`config.mk`:
```
export PLATFORM = sky130hd
export DESIGN_NAME = div
export DESIGN_NICKNAME = d
export VERILOG_FILES = /design/src/rtl/div.sv
export SDC_FILE = /design/constraint.sdc
export NUM_CORES = 1
export LEC_CHECK = 0
export CORE_MARGIN = 3
export CORE_UTILIZATION = 52
export DETAILED_ROUTE_END_ITERATION = 8
export PLACE_DENSITY = 0.81
export SKIP_CTS_REPAIR_TIMING = 1
export SLEW_MARGIN = 20
export SYNTH_ARGS = -nofsm -noshare
export SYNTH_HDL_FRONTEND = slang
export SYNTH_SLANG_ARGS = --single-unit
```
`constraint.sdc`:
```
create_clock -name clk -period 4.55 [get_ports clk]
set_input_delay 1.365 -clock clk [delete_from_list [all_inputs] [get_ports clk]]
set_output_delay 1.365 -clock clk [all_outputs]
set_load 0.05 [all_outputs]
```
`src/rtl/div.sv`:
```
// Iterative 32-bit radix-2 restoring divider. It answers the EX-stage start/done handshake
// with a registered {remainder, quotient}. Division by zero returns an all-ones quotient and passes the dividend through as the remainder.
module div (
    input  logic        clk,
    input  logic        rst,
    input  logic [31:0] div_data1_i,
    input  logic [31:0] div_data2_i,
    input  logic        div_signed_i,
    input  logic        div_start_i,
    input  logic        div_cancel_i,
    output logic [63:0] div_result_o,
    output logic        div_done_o,
    output logic        div_busy_o
);

    typedef enum logic [1:0] {IDLE, CALC, DONE} state_e;

    state_e      state_q, state_d;
    logic [4:0]  cnt_q, cnt_d;
    logic [32:0] rem_q, rem_d;
    logic [31:0] quo_q, quo_d;
    logic [31:0] dvs_q, dvs_d;
    logic        sgn_q, sgn_d;
    logic        neg_dvd_q, neg_dvd_d;
    logic        neg_dvs_q, neg_dvs_d;
    logic [63:0] result_q, result_d;
    logic        done_q, done_d;
    logic        busy_q, busy_d;

    logic [31:0] abs1, abs2;
    logic [32:0] shifted, trial, rem_iter;
    logic [31:0] quo_iter, q_fix, r_fix;
    logic        fits;

    assign abs1 = (div_signed_i && div_data1_i[31]) ? -div_data1_i : div_data1_i;
    assign abs2 = (div_signed_i && div_data2_i[31]) ? -div_data2_i : div_data2_i;

    // quo_q holds the dividend magnitude and collects quotient bits as it shifts out.
    // Shifted is always below twice the divisor, so bit 32 of the trial difference is its sign.
    assign shifted  = {rem_q[31:0], quo_q[31]};
    assign trial    = shifted - {1'b0, dvs_q};
    assign fits     = ~trial[32];
    assign rem_iter = fits ? trial : shifted;
    assign quo_iter = {quo_q[30:0], fits};

    assign q_fix = (sgn_q && (neg_dvd_q ^ neg_dvs_q)) ? -quo_iter : quo_iter;
    assign r_fix = (sgn_q && neg_dvd_q) ? -rem_iter[31:0] : rem_iter[31:0];

    always_comb begin
        state_d   = state_q;
        cnt_d     = cnt_q;
        rem_d     = rem_q;
        quo_d     = quo_q;
        dvs_d     = dvs_q;
        sgn_d     = sgn_q;
        neg_dvd_d = neg_dvd_q;
        neg_dvs_d = neg_dvs_q;
        result_d  = result_q;
        done_d    = 1'b0;
        busy_d    = 1'b0;
        case (state_q)
            IDLE: begin
                if (!div_cancel_i && div_start_i) begin
                    if (div_data2_i == 32'd0) begin
                        result_d = {div_data1_i, 32'hFFFF_FFFF};
                        done_d   = 1'b1;
                        state_d  = DONE;
                    end else begin
                        quo_d     = abs1;
                        dvs_d     = abs2;
                        sgn_d     = div_signed_i;
                        neg_dvd_d = div_data1_i[31];
                        neg_dvs_d = div_data2_i[31];
                        rem_d     = 33'd0;
                        cnt_d     = 5'd0;
                        busy_d    = 1'b1;
                        state_d   = CALC;
                    end
                end
            end
            CALC: begin
                if (div_cancel_i) begin
                    state_d = IDLE;
                end else begin
                    rem_d = rem_iter;
                    quo_d = quo_iter;
                    cnt_d = cnt_q + 5'd1;
                    if (cnt_q == 5'd31) begin
                        result_d = {r_fix, q_fix};
                        done_d   = 1'b1;
                        state_d  = DONE;
                    end else begin
                        busy_d = 1'b1;
                    end
                end
            end
            default: state_d = IDLE;
        endcase
    end

    always_ff @(posedge clk or negedge rst) begin
        if (!rst) begin
            state_q   <= IDLE;
            cnt_q     <= 5'd0;
            rem_q     <= 33'd0;
            quo_q     <= 32'd0;
            dvs_q     <= 32'd0;
            sgn_q     <= 1'b0;
            neg_dvd_q <= 1'b0;
            neg_dvs_q <= 1'b0;
            result_q  <= 64'd0;
            done_q    <= 1'b0;
            busy_q    <= 1'b0;
        end else begin
            state_q   <= state_d;
            cnt_q     <= cnt_d;
            rem_q     <= rem_d;
            quo_q     <= quo_d;
            dvs_q     <= dvs_d;
            sgn_q     <= sgn_d;
            neg_dvd_q <= neg_dvd_d;
            neg_dvs_q <= neg_dvs_d;
            result_q  <= result_d;
            done_q    <= done_d;
            busy_q    <= busy_d;
        end
    end

    assign div_result_o = result_q;
    assign div_done_o   = done_q;
    assign div_busy_o   = busy_q;

endmodule
```
==> results of run 1 <==
[report_power, final]
| part | internal, uW | switching (uW) |
|---|---|---|
| sequential | 1690 | 161 |
| clock | 892 | 693 |
| combinational | 648 | 946 |
| total | 3230 | 1800 |
[per-layer routing]
metal | vias up | global-route usage
li1 | 5695 | -
met1 | 5464 | 0.366
met2 | 469 | 0.432
met3 | 50 | 0.0394
met4 | 0 | 0.0709
met5 | - | 0
[final timing paths]
kind                       slack (ps)  startpoint               end
max                               130   quo_q[31]  div_result_o[63]
min                               500    dvs_q[0]          dvs_q[0]
max reg2reg                       130   quo_q[31]  div_result_o[63]
min reg2reg                       500    dvs_q[0]          dvs_q[0]
max in group asynchronous        2690         rst  div_result_o[43]
min in group asynchronous        1000         rst   div_result_o[3]
[cells by family after synthesis]
family / after synthesis / share of synthesized area
simple gates: 519 / 0.201
compound gates: 482 / 0.233
flops: 172 / 0.358
buf+inv: 140 / 0.0442
xor+xnor: 130 / 0.0948
fa+ha+maj: 39 / 0.0413
mux: 32 / 0.0269
[sequential cells by signal (all words and copies together) (netlist names)]
signal        cells
div_busy_o        1
state_q           2
div_result_o     64
quo_q            32
neg_dvd_q         1
sgn_q             1
rem_q            32
div_done_o        1
dvs_q            32
neg_dvs_q         1
cnt_q             5
[per-stage QoR]
| step | total power [uW] | instance area (um2) | TNS, ps | worst slack (ps) | cells |
|---|---|---|---|---|---|
| floorplan | 2890 | 12000 | 0 | 91.5 | 1514 |
| global placement | 3360 | 14100 | -358 | -134 | 1931 |
| detailed placement | 3410 | 14100 | -579 | -220 | 1931 |
| CTS | 4990 | 14800 | -111 | -67.8 | 1963 |
| global route | 5320 | 14900 | -44.8 | -21.2 | 1963 |
| finish | 5030 | 14900 | 0 | 129 | 1963 |
[Yosys cell counts (30+ instances only)]
cell and count:
dfrtp_1 172, clkbuf_1 78, inv_1 55, xnor2_1 53, a21oi_1 173, nand3_1 51, nor2_1 160, ha_1 38
nand2_1 169, o21ai_0 167, xor2_1 77, mux2i_1 30
[worst max-delay path: stages, from the launching register on]
cell      delay [ps]
dfrtp_1          420
inv_1            120
ha_1             250
inv_1             80
fa_1             200
a211oi_2          90
o31a_1           310
buf_4            160
or4_4            540
a211o_4          390
and2_4           200
o211ai_4         200
or4b_4           500
o32ai_4          180
nand2_2           80
or4b_1           530
nand3_1          100
[placed cells by master, fill, tap and decap left out, drive strengths merged, types with 11 or more instances in the layout]
cell type,n
a21oi,174
dfrtp,172
o21ai,172
nand2,170
nor2,160
clkdlybuf4s50,133
buf,89
xor2,77
inv,62
xnor2,53
nand3,51
ha,38
mux2i,30
a31oi,27
o31ai,23
nor3,22
clkbuf,18
or3,17
or4,17
and3,16
and2,14
a211oi,12
nand4,11
[layout make-up]
class                      count  area, um2
clock buffer                  18        429
clock inverter                14        205
fill                        1816       7360
inverter                      55        206
multi-input combinational   1202       7300
sequential                   172       4300
tap                          280        350
timing repair buffer         222       2070
==> out/qor.yml, run 1 <==
run_status:
  status: "finished clean"
setup_path:
  cp_max_fo: 5
  cp-start-kind: "flop"
  r2r_cells: 16
  cp.arrival_ps: 4790
  criticalPathCategory: "reg -> reg"
  required_ps: 4920
  cp-end-kind: "flop"
clocking:
  clock-sinks: 172
  htree_levels: 4
  clk_pin_slew_ps: 80
  cts_root_buf: "clkbuf_16"
  insertion_delay_ps: 440
  cts_tree: "built"
  cts_buffer_depth: 2
  cts_buffers: 17
synth:
  synth_top_flop_cell: "dfrtp_1"
  synthTopCellsByArea: "dfrtp_1 36%, a21oi_1 7.2%, o21ai_0 7.0%"
  synthesis.area_um2: 12000
  yosysTopAreaCellShare: 0.358
  yosysUniqueCellTypes: 73
  ys_ff_latch: 172
  yosys.area.top_type: "dfrtp_1"
  async_flop_share: 1.00
  ys_seq_area_frac: 0.358
  yosysWarnings: 0
  synth_edf_count: 0
  synthCells: 1514
  syn_area_per_cell_um2: 7.93
  syn_nets: 1622
global_route:
  grt_max_degree: 93
  track_usage: 0.263
  antenna_found_initial: 0
  grt_pass1_vias: 10636
  grt_first_pass_wirelength_mm: 53.0
  gr-total-overflow: 0
timing:
  period_share: 0.972
  timing.final.max_slew_violations: 0
  hold_viol_final: 0
  fin_crit_ps: 4420
  tightestPinTransition_ps: 831
  setup_viol: 0
  fmax_mhz: 226
  skew_ps: 13.6
  holdWs_ps: 498
  slew_headroom: 0.446
layout:
  final_nets: 1778
  drive_above_1_share: 0.0927
  utilization: 0.669
  syn_to_final_growth_pct: 23.8
  diodes: 0
floorplanning:
  num_io_pins: 135
  fp.dieW_um: 158
  die_h_um: 158
  dieArea_um2: 25000
  core_um2: 22200
  initial_core_util: 0.540
  rows: 54
route:
  drtAntennaViolNets: 0
  drc: 0
  routed_wl_mm: 33.6
  wl_met2_mm: 15.4
  dr.max_layer_used: "met4"
  routed-via-count: 11678
  wl_met1_mm: 15.0
  first_iter_violations: 1031
  vias_per_cell: 5.95
  dr_wl_met3_mm: 2.57
  drt_first_pass_iters: 7
  post_drt_wl_per_cell_um: 17.1
min_path:
  whs_path_depth: 2
  hp-class: "reg -> reg"
power:
  p_leak_uw: 0.00635
  power_density_nw_per_um2: 338
  peakVddDrop_mv: 0.201
place:
  io_buffers: 134
  routabilityCongestion: 0.910
  post-dp-hpwl_mm: 24.9
flow_run:
  cap_violations: 0
No activity file was read; power rests on OpenSTA's default activity.
==> inputs of run 2 (changes only) <==
- CORE_MARGIN: 3 -> 2
- CTS_CLUSTER_SIZE: unset -> 28
- TNS_END_PERCENT: unset -> 50
==> run 2 against run 1 <==
  * Count of clock-buffer cells in the layout is the same
  * Register-to-register slack got worse by 50 ps
  * Total power fell by 0.96%
  * Largest cell class unchanged
==> out/qor.yml, run 2 (synthesis gave the netlist of run 1 again) <==
run_status:
  status: "finished clean"  # unchanged
clocking:
  htree_levels: 4  # unchanged
  cts_root_buf: "clkbuf_16"  # unchanged
  clock-sinks: 172  # unchanged
  cts_buffers: 17  # unchanged
  cts_tree: "built"  # unchanged
  insertion_delay_ps: 430  # was 440 ps
  clk_pin_slew_ps: 70  # was 80 ps
  cts_buffer_depth: 2  # unchanged
timing:
  setup_viol: 0  # unchanged
  fin_crit_ps: 4470  # was 4420 ps
  timing.final.max_slew_violations: 0  # unchanged
  setup_ws_ps: 80.7  # was 129 ps
  skew_ps: 8.91  # was 13.6 ps
  setup_tns_ps: 0  # unchanged
  period_share: 0.982  # was 0.972
  tightestPinTransition_ps: 822  # was 831 ps
  hold_viol_final: 0  # unchanged
  fmax_mhz: 224  # was 226 MHz
  slew_headroom: 0.450  # was 0.446
layout:
  most-common-layout-cells: "172 x a21oi_1, 172 x dfrtp_1, 169 x nand2_1"  # unchanged
  largest_register_ffs: 64  # unchanged
  regArea_um2: 4300  # unchanged
  multi_input_area_um2: 7280  # was 7300 um2
  drive_above_1_share: 0.0959  # was 0.0927
  final_nets: 1785  # was 1778
  diodes: 0  # unchanged
  syn_to_final_growth_pct: 23.9  # was 23.8%
  fillers: 1886  # was 1816
floorplanning:
  num_io_pins: 135  # unchanged
  core_um2: 22600  # was 22200 um2
  dieArea_um2: 24300  # was 25000 um2
  rows: 55  # was 54
  initial_core_util: 0.530  # was 0.540
  fp.dieW_um: 156  # was 158 um
  die_h_um: 156  # was 158 um
power:
  pwr-share-seq: 0.372  # was 0.368
  p_leak_uw: 0.00636  # was 0.00635 uW
  p_clk_frac: 0.310  # was 0.315
  peakVddDrop_mv: 0.226  # was 0.201 mV
  netSwitchingFraction: 0.354  # was 0.358
  power_density_nw_per_um2: 335  # was 338 nW/um2
  switchingPower_uw: 1760  # was 1800 uW
  internal-power_uw: 3220  # was 3230 uW
  p_comb_frac: 0.318  # was 0.317
route:
  drt_first_pass_iters: 5  # was 7
  routed_wl_mm: 33.2  # was 33.6 mm
  routed-via-count: 11744  # was 11678
  drtAntennaViolNets: 0  # unchanged
  vias_per_cell: 5.95  # about the same
  drc: 0  # unchanged
  post_drt_wl_per_cell_um: 16.8  # was 17.1 um
  first_iter_violations: 920  # was 1031
min_path:
  whs_path_depth: 2  # unchanged
  hold_end: "div_result_o[34]"  # was dvs_q[0]
  hp-class: "reg -> reg"  # unchanged
  hp-start: "div_result_o[34]"  # was dvs_q[0]
setup_path:
  cp-end-kind: "flop"  # unchanged
  timing.rr.end: "div_result_o[63]"  # unchanged
  r2r_cells: 16  # unchanged
  r2r_start: "quo_q[31]"  # unchanged
  r2r_slack_ps: 80  # was 130 ps
  criticalPathCategory: "reg -> reg"  # unchanged
  cp.arrival_ps: 4830  # was 4790 ps
  required_ps: 4910  # was 4920 ps
  cp-start-kind: "flop"  # unchanged
  cp_max_fo: 5  # unchanged
place:
  post-dp-hpwl_mm: 25.3  # was 24.9 mm
  routabilityCongestion: 0.944  # was 0.910
  dp_slack_ps: -192  # was -220 ps
  io_buffers: 134  # unchanged
global_route:
  track_usage: 0.274  # was 0.263
  grt_pass1_vias: 10953  # was 10636
  grt_max_degree: 79  # was 93
  gr-total-overflow: 0  # unchanged
  antenna_found_initial: 0  # unchanged
  grt_first_pass_wirelength_mm: 53.9  # was 53.0 mm
flow_run:
  cap_violations: 0  # unchanged
[run 2: how the worst max path moves through the flow]
| stage | startpoint | to | cells past startpoint |
|---|---|---|---|
| final | quo_q[31] | div_result_o[63] | 16 |
| after global routing | quo_q[31] | div_result_o[63] | 16 |
| after CTS | quo_q[31] | div_result_o[60] | 22 |
| after detailed placement | div_data1_i[10] | quo_q[29] | 12 |
| after global placement | div_data1_i[10] | quo_q[27] | 13 |
| after floorplan | quo_q[31] | div_result_o[60] | 20 |
[run 2: metal layers]
| metal | part of all wire | global-route usage |
|---|---|---|
| met1 | 0.45 | 0.372 |
| met2 | 0.47 | 0.453 |
| met3 | 0.063 | 0.0364 |
| met4 | 0.025 | 0.0957 |
| met5 | 0 | 0 |
[run 2: cell type report]
class                   count  area share
multi-input cells        1202       0.489
flip-flops and latches    172       0.289
inverters                  55      0.0139
repair buffers            229       0.143
well taps                 285      0.0240
clock buffers              18      0.0288
clock inverters            14      0.0123
[run 2: stage by stage]
step	std cells	total power, uW	instance area, um2	hold WS [ps]	util
finish	1975	4980	14900	501	0.657
CTS	1975	4950	14800	502	0.654
global placement	1943	3360	14200	469	0.627
floorplan	1514	2890	12000	454	-
detailed placement	1943	3410	14200	480	0.627
global route	1975	5270	14900	513	0.657
[run 2: power groups by stage]
| stage | logic [uW] | clock network (uW) | registers, uW |
|---|---|---|---|
| 3_3_place_gp | 1490 | 0 | 1870 |
| 5_1_grt | 1770 | 1620 | 1880 |
| 4_1_cts | 1550 | 1550 | 1850 |
| 3_5_place_dp | 1540 | 0 | 1880 |
| 6_report | 1580 | 1540 | 1850 |
| 2_1_floorplan | 1060 | 0 | 1830 |
[run 2: worst max-delay path, stage by stage, from the launching register on]
cell      delay (ps)
dfrtp_1          450
inv_1            120
ha_1             240
inv_1             80
fa_2             210
a211oi_2          80
o31a_1           310
buf_4            170
or4_4            540
a211o_4          390
and2_4           200
o211ai_4         200
or4b_4           510
o32ai_4          170
nand2_2           90
or4b_1           550
nand3_1          100
